**src/rtl/i2c_reg_bank_pkg.sv**
```systemverilog
// Shared types for the I2C register bank: byte type, FSM states,
// and the per-cycle event decode.
package i2c_reg_bank_pkg;

  localparam int DATA_W = 8;

  typedef logic [DATA_W-1:0] byte_t;

  typedef enum logic [1:0] {
    S_IDLE,
    S_PTR,
    S_DATA
  } state_t;

  typedef enum logic [2:0] {
    EV_NONE,
    EV_ERR,
    EV_END,
    EV_START,
    EV_RD,
    EV_WR
  } ev_t;

  function automatic byte_t sat_inc(input byte_t v);
    return (v == 8'hFF) ? v : v + 8'd1;
  endfunction

endpackage

```
**src/rtl/i2c_reg_bank_if.sv**
```systemverilog
// Byte-level strobe bundle between the I2C slave (master modport)
// and the register bank (slave modport).
interface i2c_reg_bank_if;
  import i2c_reg_bank_pkg::*;

  logic  i2c_start_stb;
  logic  i2c_end_stb;
  logic  i2c_error_stb;
  byte_t i2c_data_rd;
  logic  i2c_data_rd_valid_stb;
  byte_t i2c_data_wr;
  logic  i2c_data_wr_finish_stb;

  modport master (
    output i2c_start_stb,
    output i2c_end_stb,
    output i2c_error_stb,
    output i2c_data_rd,
    output i2c_data_rd_valid_stb,
    output i2c_data_wr_finish_stb,
    input  i2c_data_wr
  );

  modport slave (
    input  i2c_start_stb,
    input  i2c_end_stb,
    input  i2c_error_stb,
    input  i2c_data_rd,
    input  i2c_data_rd_valid_stb,
    input  i2c_data_wr_finish_stb,
    output i2c_data_wr
  );

endinterface

```
**src/rtl/i2c_reg_bank.sv**
```systemverilog
// Pointer-addressed 8-bit register file behind the I2C byte slave:
// FSM, auto-incrementing pointer, RW flops and RO read mux.
module i2c_reg_bank
  import i2c_reg_bank_pkg::*;
#(
  parameter int                  NUM_REGS  = 16,
  parameter int                  PTR_W     = 4,
  parameter logic [NUM_REGS-1:0] RO_MASK   = '0,
  parameter byte_t               RESET_VAL = 8'h00
) (
  input  logic                    clk,
  input  logic                    rst_n,
  i2c_reg_bank_if.slave           bus,
  input  logic [NUM_REGS*8-1:0]   hw_in,
  output logic [NUM_REGS*8-1:0]   reg_q,
  output logic                    reg_wr_stb,
  output logic [PTR_W-1:0]        reg_wr_idx,
  output byte_t                   err_cnt
);

  localparam logic [8:0] NREG9 = 9'(NUM_REGS);

  state_t             state;
  logic [PTR_W-1:0]   ptr;
  logic               ptr_ok;
  byte_t              regs [NUM_REGS];
  byte_t              cur  [NUM_REGS];
  byte_t              data_wr;
  ev_t                ev;
  byte_t              rd_b;

  assign rd_b            = bus.i2c_data_rd;
  assign bus.i2c_data_wr = data_wr;

  for (genvar i = 0; i < NUM_REGS; i++) begin : g_slot
    assign cur[i] = RO_MASK[i] ? hw_in[i*8 +: 8] : regs[i];
    assign reg_q[i*8 +: 8] = cur[i];
  end

  // Several strobes can coincide; the highest-priority one wins.
  always_comb begin
    ev = EV_NONE;
    priority case (1'b1)
      bus.i2c_error_stb:          ev = EV_ERR;
      bus.i2c_end_stb:            ev = EV_END;
      bus.i2c_start_stb:          ev = EV_START;
      bus.i2c_data_rd_valid_stb:  ev = EV_RD;
      bus.i2c_data_wr_finish_stb: ev = EV_WR;
      default:                    ev = EV_NONE;
    endcase
  end

  always_ff @(posedge clk or negedge rst_n) begin
    if (!rst_n) begin
      state      <= S_IDLE;
      ptr        <= '0;
      ptr_ok     <= 1'b1;
      data_wr    <= RESET_VAL;
      reg_wr_stb <= 1'b0;
      reg_wr_idx <= '0;
      err_cnt    <= '0;
      for (int i = 0; i < NUM_REGS; i++) begin
        regs[i] <= RESET_VAL;
      end
    end else begin
      reg_wr_stb <= 1'b0;
      data_wr    <= ptr_ok ? cur[ptr] : 8'hFF;
      unique case (ev)
        EV_ERR: begin
          state   <= S_IDLE;
          err_cnt <= sat_inc(err_cnt);
        end
        EV_END: begin
          state <= S_IDLE;
        end
        EV_START: begin
          state <= S_PTR;
        end
        EV_RD: begin
          unique case (state)
            S_PTR: begin
              ptr    <= rd_b[PTR_W-1:0];
              ptr_ok <= {1'b0, rd_b} < NREG9;
              state  <= S_DATA;
            end
            S_DATA: begin
              if (ptr_ok && !RO_MASK[ptr]) begin
                regs[ptr]  <= rd_b;
                reg_wr_stb <= 1'b1;
                reg_wr_idx <= ptr;
              end
              ptr <= ptr + 1'b1;
            end
            default: ;
          endcase
        end
        EV_WR: begin
          if (state != S_IDLE) begin
            ptr   <= ptr + 1'b1;
            state <= S_DATA;
          end
        end
        default: ;
      endcase
    end
  end

endmodule

```
**src/flat_wrapper.sv**
```systemverilog
// flat-port wrapper written by rule: the top's interface ports become plain ports
module i2c_reg_bank_flat import i2c_reg_bank_pkg::*;
#(
  parameter int                  NUM_REGS  = 16,
  parameter int                  PTR_W     = 4,
  parameter logic [NUM_REGS-1:0] RO_MASK   = '0,
  parameter byte_t               RESET_VAL = 8'h00
)
  (clk, rst_n, hw_in, reg_q, reg_wr_stb, reg_wr_idx, err_cnt, bus_i2c_start_stb, bus_i2c_end_stb, bus_i2c_error_stb, bus_i2c_data_rd, bus_i2c_data_rd_valid_stb, bus_i2c_data_wr_finish_stb, bus_i2c_data_wr);
  i2c_reg_bank_if bus_i ();
  input  logic clk;
  input  logic rst_n;
  input  logic [NUM_REGS*8-1:0] hw_in;
  output logic [NUM_REGS*8-1:0] reg_q;
  output logic reg_wr_stb;
  output logic [PTR_W-1:0] reg_wr_idx;
  output byte_t err_cnt;
  input wire logic [$bits(bus_i.i2c_start_stb)-1:0] bus_i2c_start_stb;
  input wire logic [$bits(bus_i.i2c_end_stb)-1:0] bus_i2c_end_stb;
  input wire logic [$bits(bus_i.i2c_error_stb)-1:0] bus_i2c_error_stb;
  input wire logic [$bits(bus_i.i2c_data_rd)-1:0] bus_i2c_data_rd;
  input wire logic [$bits(bus_i.i2c_data_rd_valid_stb)-1:0] bus_i2c_data_rd_valid_stb;
  input wire logic [$bits(bus_i.i2c_data_wr_finish_stb)-1:0] bus_i2c_data_wr_finish_stb;
  output wire logic [$bits(bus_i.i2c_data_wr)-1:0] bus_i2c_data_wr;
  assign bus_i.i2c_start_stb = bus_i2c_start_stb;
  assign bus_i.i2c_end_stb = bus_i2c_end_stb;
  assign bus_i.i2c_error_stb = bus_i2c_error_stb;
  assign bus_i.i2c_data_rd = bus_i2c_data_rd;
  assign bus_i.i2c_data_rd_valid_stb = bus_i2c_data_rd_valid_stb;
  assign bus_i.i2c_data_wr_finish_stb = bus_i2c_data_wr_finish_stb;
  assign bus_i2c_data_wr = bus_i.i2c_data_wr;
  i2c_reg_bank #(.NUM_REGS(NUM_REGS), .PTR_W(PTR_W), .RO_MASK(RO_MASK), .RESET_VAL(RESET_VAL)) u_core (.clk(clk), .rst_n(rst_n), .bus(bus_i), .hw_in(hw_in), .reg_q(reg_q), .reg_wr_stb(reg_wr_stb), .reg_wr_idx(reg_wr_idx), .err_cnt(err_cnt));
endmodule
```
**config.mk**
```make
export PLATFORM = sky130hd
export DESIGN_NAME = i2c_reg_bank_flat
export DESIGN_NICKNAME = d
export VERILOG_FILES = /design/src/rtl/i2c_reg_bank_pkg.sv /design/src/rtl/i2c_reg_bank_if.sv /design/src/rtl/i2c_reg_bank.sv /design/src/flat_wrapper.sv
export SDC_FILE = /design/constraint.sdc
export NUM_CORES = 1
export LEC_CHECK = 0
export CAP_MARGIN = 30
export CORE_AREA = 2 2 127 129
export CTS_CLUSTER_SIZE = 30
export DETAILED_ROUTE_END_ITERATION = 6
export DIE_AREA = 0 0 129 131
export PLACE_DENSITY = 0.86
export SLEW_MARGIN = 20
export SYNTH_ARGS = -nofsm -noshare
export SYNTH_HDL_FRONTEND = slang
export SYNTH_SLANG_ARGS = --single-unit
```
**constraint.sdc**
```tcl
create_clock -name clk -period 4.2 [get_ports clk]
set_input_delay 0.84 -clock clk [delete_from_list [all_inputs] [get_ports clk]]
set_output_delay 0.84 -clock clk [all_outputs]
set_load 0.01 [all_outputs]
```
* After elaboration in Yosys (flattened, before gate mapping) *
Memories as Yosys holds them, arrays and structs flattened.
Cells that the tools add are included.

word-level totals
  register bits after elaboration = 156
  ROM bits = 16
  output and inout port bits = 149
  logic and storage cells = 77
  memories = 1

memories
  name             words  width  rd ports  clocked after Yosys merged registers in  write ports  line                source
  (no name shown)  16     1      1         0                                        0            i2c_reg_bank.sv:87  if (ptr_ok && !RO_MASK[ptr]) begin

operators by class
  $add $sub $neg = 2
  order comparisons = 4
  equality and inequality tests = 11
  muxes and demuxes = 22
  bitwise gates (word level) = 2
  reductions and logical operators = 12

operators by type and width
  operator             count
  $bwmux 128           1
  $bmux 8 s4           1
  $demux 8 s4          1
  $mux 8               4
  $pmux 4 s2           2
  $mux 3               5
  $reduce_and 3->1     3
  $add 8x1->8 const B  1
  $eq 8x8->1 const B   1
  $lt 8x5->1 const B   1
  $pmux 2 s4           1
  $eq 3x2->1 const B   2
  $eq 3x3->1 const B   2
  $ge 5x5->1 const B   1
  $lt 4x5->1 const B   1
  $lt 5x1->1 const B   1
  $not 4->5            1
  $add 4x1->4 const B  1
  $mux 1               4
  $mux 2               2
  $mux 4               1
  $reduce_and 2->1     2
  $reduce_bool 2->1    2
  $reduce_bool 4->1    1
  other kinds (10)     11

* Logic depth before layout (Yosys ltp) *
  word-level depth = 9
  gate-level depth with buffers = 7
  depth with buffers taken out = 5

* Worst setup path after synthesis *
No wires, ideal clock.

  path kind = input to register
  from = input bus_i2c_start_stb
  to = register u_core.regs, in the netlist u_core.reg_q[24]
  library setup time = 0.125 ns
  arrival = 2.251 ns
  required time = 4.075 ns
  path slack = 1.825 ns
  cell stages on the path = 5
  cells stage by stage = or3_4 > nor4_4 > buf_6 > nand3_2 > mux2_2

on the way
  cells in the longest elaborated chain, start to end = 5

RTL lines
  element                         line                source
  start: declaration              flat_wrapper.sv:18  input wire logic [$bits(bus_i.i2c_start_stb)-1:0] bus_i2c_start_stb;
  $mux 3 (3 in a row)             i2c_reg_bank.sv:43  priority case (1'b1)
  $eq 3x3->1                      i2c_reg_bank.sv:68  unique case (ev)
  $reduce_and 3->1 (no line)      --
  end signal: indexed assignment  i2c_reg_bank.sv:88  regs[ptr] <= rd_b;
  end: declaration                i2c_reg_bank.sv:26  byte_t regs [NUM_REGS];

No other way between the ends.
A chain may end at the register's enable or synchronous reset.

* Final worst setup path *
  from = input bus_i2c_error_stb
  to = register u_core.regs, in the netlist u_core.reg_q[96]

on the way
  cells in the longest elaborated chain, start to end = 3

RTL lines
  element                     line                source
  start: declaration          flat_wrapper.sv:20  input wire logic [$bits(bus_i.i2c_error_stb)-1:0] bus_i2c_error_stb;
  $mux 3                      i2c_reg_bank.sv:43
  $eq 3x3->1                  i2c_reg_bank.sv:68
  $reduce_and 3->1 (no line)  --

No other way between the ends.

==> qor.txt <==
Status: finished, final reports clean
Wl on met1: 8750 um
LEAKAGE: 4.47 nW
First DRT Iteration DRCs: 374
P_sw: 1.13 mW
Final setup fails: 0
Port bufs: 163
Final Hold Fails: 0
Starting Density: 0.463
Clk sinks: 156
Period utilization: 0.712
Arrival time at the worst endpoint: 3.30 ns
Post-synthesis async set-or-reset flop share: 1.00
Reg2reg path depth: 3
Mapped Nets: 670
DIE HEIGHT: 131 um
Share of cells above drive strength 1: 0.314
Vias/cell: 5.74
Worst Setup Slack, final: 1.21 ns
Met2 WL: 9600 um
Via count: 5209
Final nets: 827
CTS tree: done
Post-cts sizing count: 0
Vias in the first global route: 5371
Critical path capture point type: flop
CP max stage cell: clkdlybuf4s50_1
Post-Synthesis Cells: 522
Reg2reg start: u_core.ptr[2]
Antenna violations before repair: 0
Crit start category: primary input
Post-DRT Antenna Nets: 0
GRT overflow: 0
Crit path required time: 4.51 ns
Clock Tree Root: clkbuf_16
Internal Power: 3.01 mW
Number of synthesized flops with an enable pin: 0
CP cell instances: clkdlybuf4s50_1, or3_4, nor4_4, buf_12, nand4_2, mux2_2
Critical path class: in -> reg
Routability cong.: 0.885
Drt wl/cell: 23.0 um
Total track usage: 0.254
Filler cells: 1177
#FFs+latches synth: 156
Cell variety after synth: 39
Post-CTS Setup Repair Bufs: 0
Top Layer Used: met4
PD cells: 425 mW/mm2
Most common cell after layout, fill and taps aside: clkdlybuf4s50_1
Pins over their slew limit: 0
Critical Path Fanout Max: 17
Crit path largest cell delay: 0.53 ns
Maximum number of pins on one net before global-route repair: 66
CTS max path bufs: 2
Die area: 0.0169 mm2
FF-to-FF setup slack: 1.53 ns
Worst Hold Class: in -> async
Buf+Inv Stages, Crit Path: 2
Syn-to-layout area delta: 34.7%
Synthesized area per cell: 13.8 um2
WL final: 20900 um
Delay-heaviest family, CP: simple AND/OR/NAND/NOR gates
Max_cap viols: 0
Post-Place Setup Slack: 0.826 ns
CTS Hold Bufs: 0
Clock power frac: 0.410
Worst R2R End: u_core.reg_q[49]
Max Clk Rate: 334 MHz
Worst-path clk slew: 0.06 ns
Clock latency on the worst-skew pair: 0.43 ns
Met3 WL: 2050 um
Die W: 129 um
Max_slew headroom: 0.375
Max IR drop VDD: 0.000335 V
Clk_skew: 0.00968 ns
Shortest period the worst path allows: 2.99 ns
I/O Pins: 292
HPWL Detailed: 14500 um
Core area: 0.0156 mm2
Post-Synthesis Cell Area: 0.00722 mm2
Sw Ratio: 0.273
Post-synth top flop: dfrtp_1
Final setup TNS: 0 ns
Total Power: 4.13 mW
Worst slew pin tran: 0.937 ns
H-tree depth: 4
First-pass GRT wire length: 31500 um
Share of power burned in registers: 0.421
Rows: 46
RSZ-0062 raised after global routing: false
Fraction of the yosys area taken by sequential cells: 0.541
Comb pwr share: 0.169
Cts bufs inserted: 17
Most frequent cells in the layout: clkdlybuf4s50_1, dfrtp_1, mux2_2
DRC Markers: 0
Warnings, synthesis: 0
Detailed Routing Iterations Pass 1: 5
Antenna Cells: 0
-- worst max-delay path by stage --
stage	from	to	cells past startpoint
after global routing	bus_i2c_error_stb	u_core.reg_q[101]	6
after floorplan	bus_i2c_start_stb	u_core.reg_q[24]	5
final	bus_i2c_error_stb	u_core.reg_q[96]	6
after detailed placement	bus_i2c_error_stb	u_core.reg_q[97]	6
after CTS	bus_i2c_error_stb	u_core.reg_q[97]	6
after global placement	bus_i2c_error_stb	u_core.reg_q[97]	6
-- metrics by stage --
step,utilization,instances,cell area (um2),hold WS (ns)
5_1_grt,0.624,908,9730,0.413
3_3_place_gp,0.580,875,9040,0.496
4_1_cts,0.624,908,9730,0.386
6_report,0.624,908,9730,0.378
2_1_floorplan,-,522,7220,0.538
3_5_place_dp,0.582,876,9070,0.499
-- synth_stat cells (8+ instances only) --
master	count	area share
a21oi_1	12	0.0083
a221oi_1	8	0.0097
a22oi_1	8	0.0083
buf_1	12	0.0062
clkbuf_1	15	0.0078
dfrtp_1	155	0.54
mux2_2	151	0.24
mux2i_1	35	0.049
mux4_2	8	0.025
nand2_1	17	0.0088
nand3_1	26	0.018
nand3_2	12	0.017
-- routing by layer --
layer,GRT usage,up-vias
met4,0.0921,0
met3,0.0916,37
met1,0.336,2643
met5,0,-
li1,-,2240
met2,0.389,289
-- registers in the layout, indices dropped and copies added, names as in the netlist --
name,flops
u_core.bus.i2c_data_wr,8
u_core.reg_wr_stb,1
u_core.reg_q,128
u_core.state,2
u_core.ptr_ok,1
u_core.err_cnt,8
u_core.reg_wr_idx,4
u_core.ptr,4
-- layout make-up --
cell class	instances	area, um2	area share
Clock buffer	21	470	0.0483
Clock inverter	11	189	0.0194
Inverter	7	26.3	0.00270
Multi-Input combinational cell	328	3160	0.325
Sequential cell	156	3910	0.401
Tap cell	216	270	0.0278
Timing Repair Buffer	169	1710	0.176
-- cell families after synthesis --
family | share of synthesized area
AOI/OAI and AO/OA | 0.0395
xor gates and xnor gates | 0.00485
adders and majority gates | 0.00866
buffers and inverters | 0.0222
DFF | 0.541
muxes | 0.309
and+or+nand+nor | 0.0753
-- worst register-to-register path, stage by stage, from the launching register on --
cell     delay (ns)
dfrtp_1        0.95
nor2b_1        0.76
nand3_2        0.44
mux2_2         0.39
-- power groups by stage --
stage / sequential (mW) / combinational (mW) / clock [mW]
floorplan: 1.71 / 0.421 / 0
detailed placement: 1.76 / 0.694 / 0
CTS: 1.73 / 0.701 / 1.72
global placement: 1.75 / 0.672 / 0
global route: 1.75 / 0.758 / 1.78
finish: 1.74 / 0.699 / 1.69
Power figures use the tool's default switching activity.
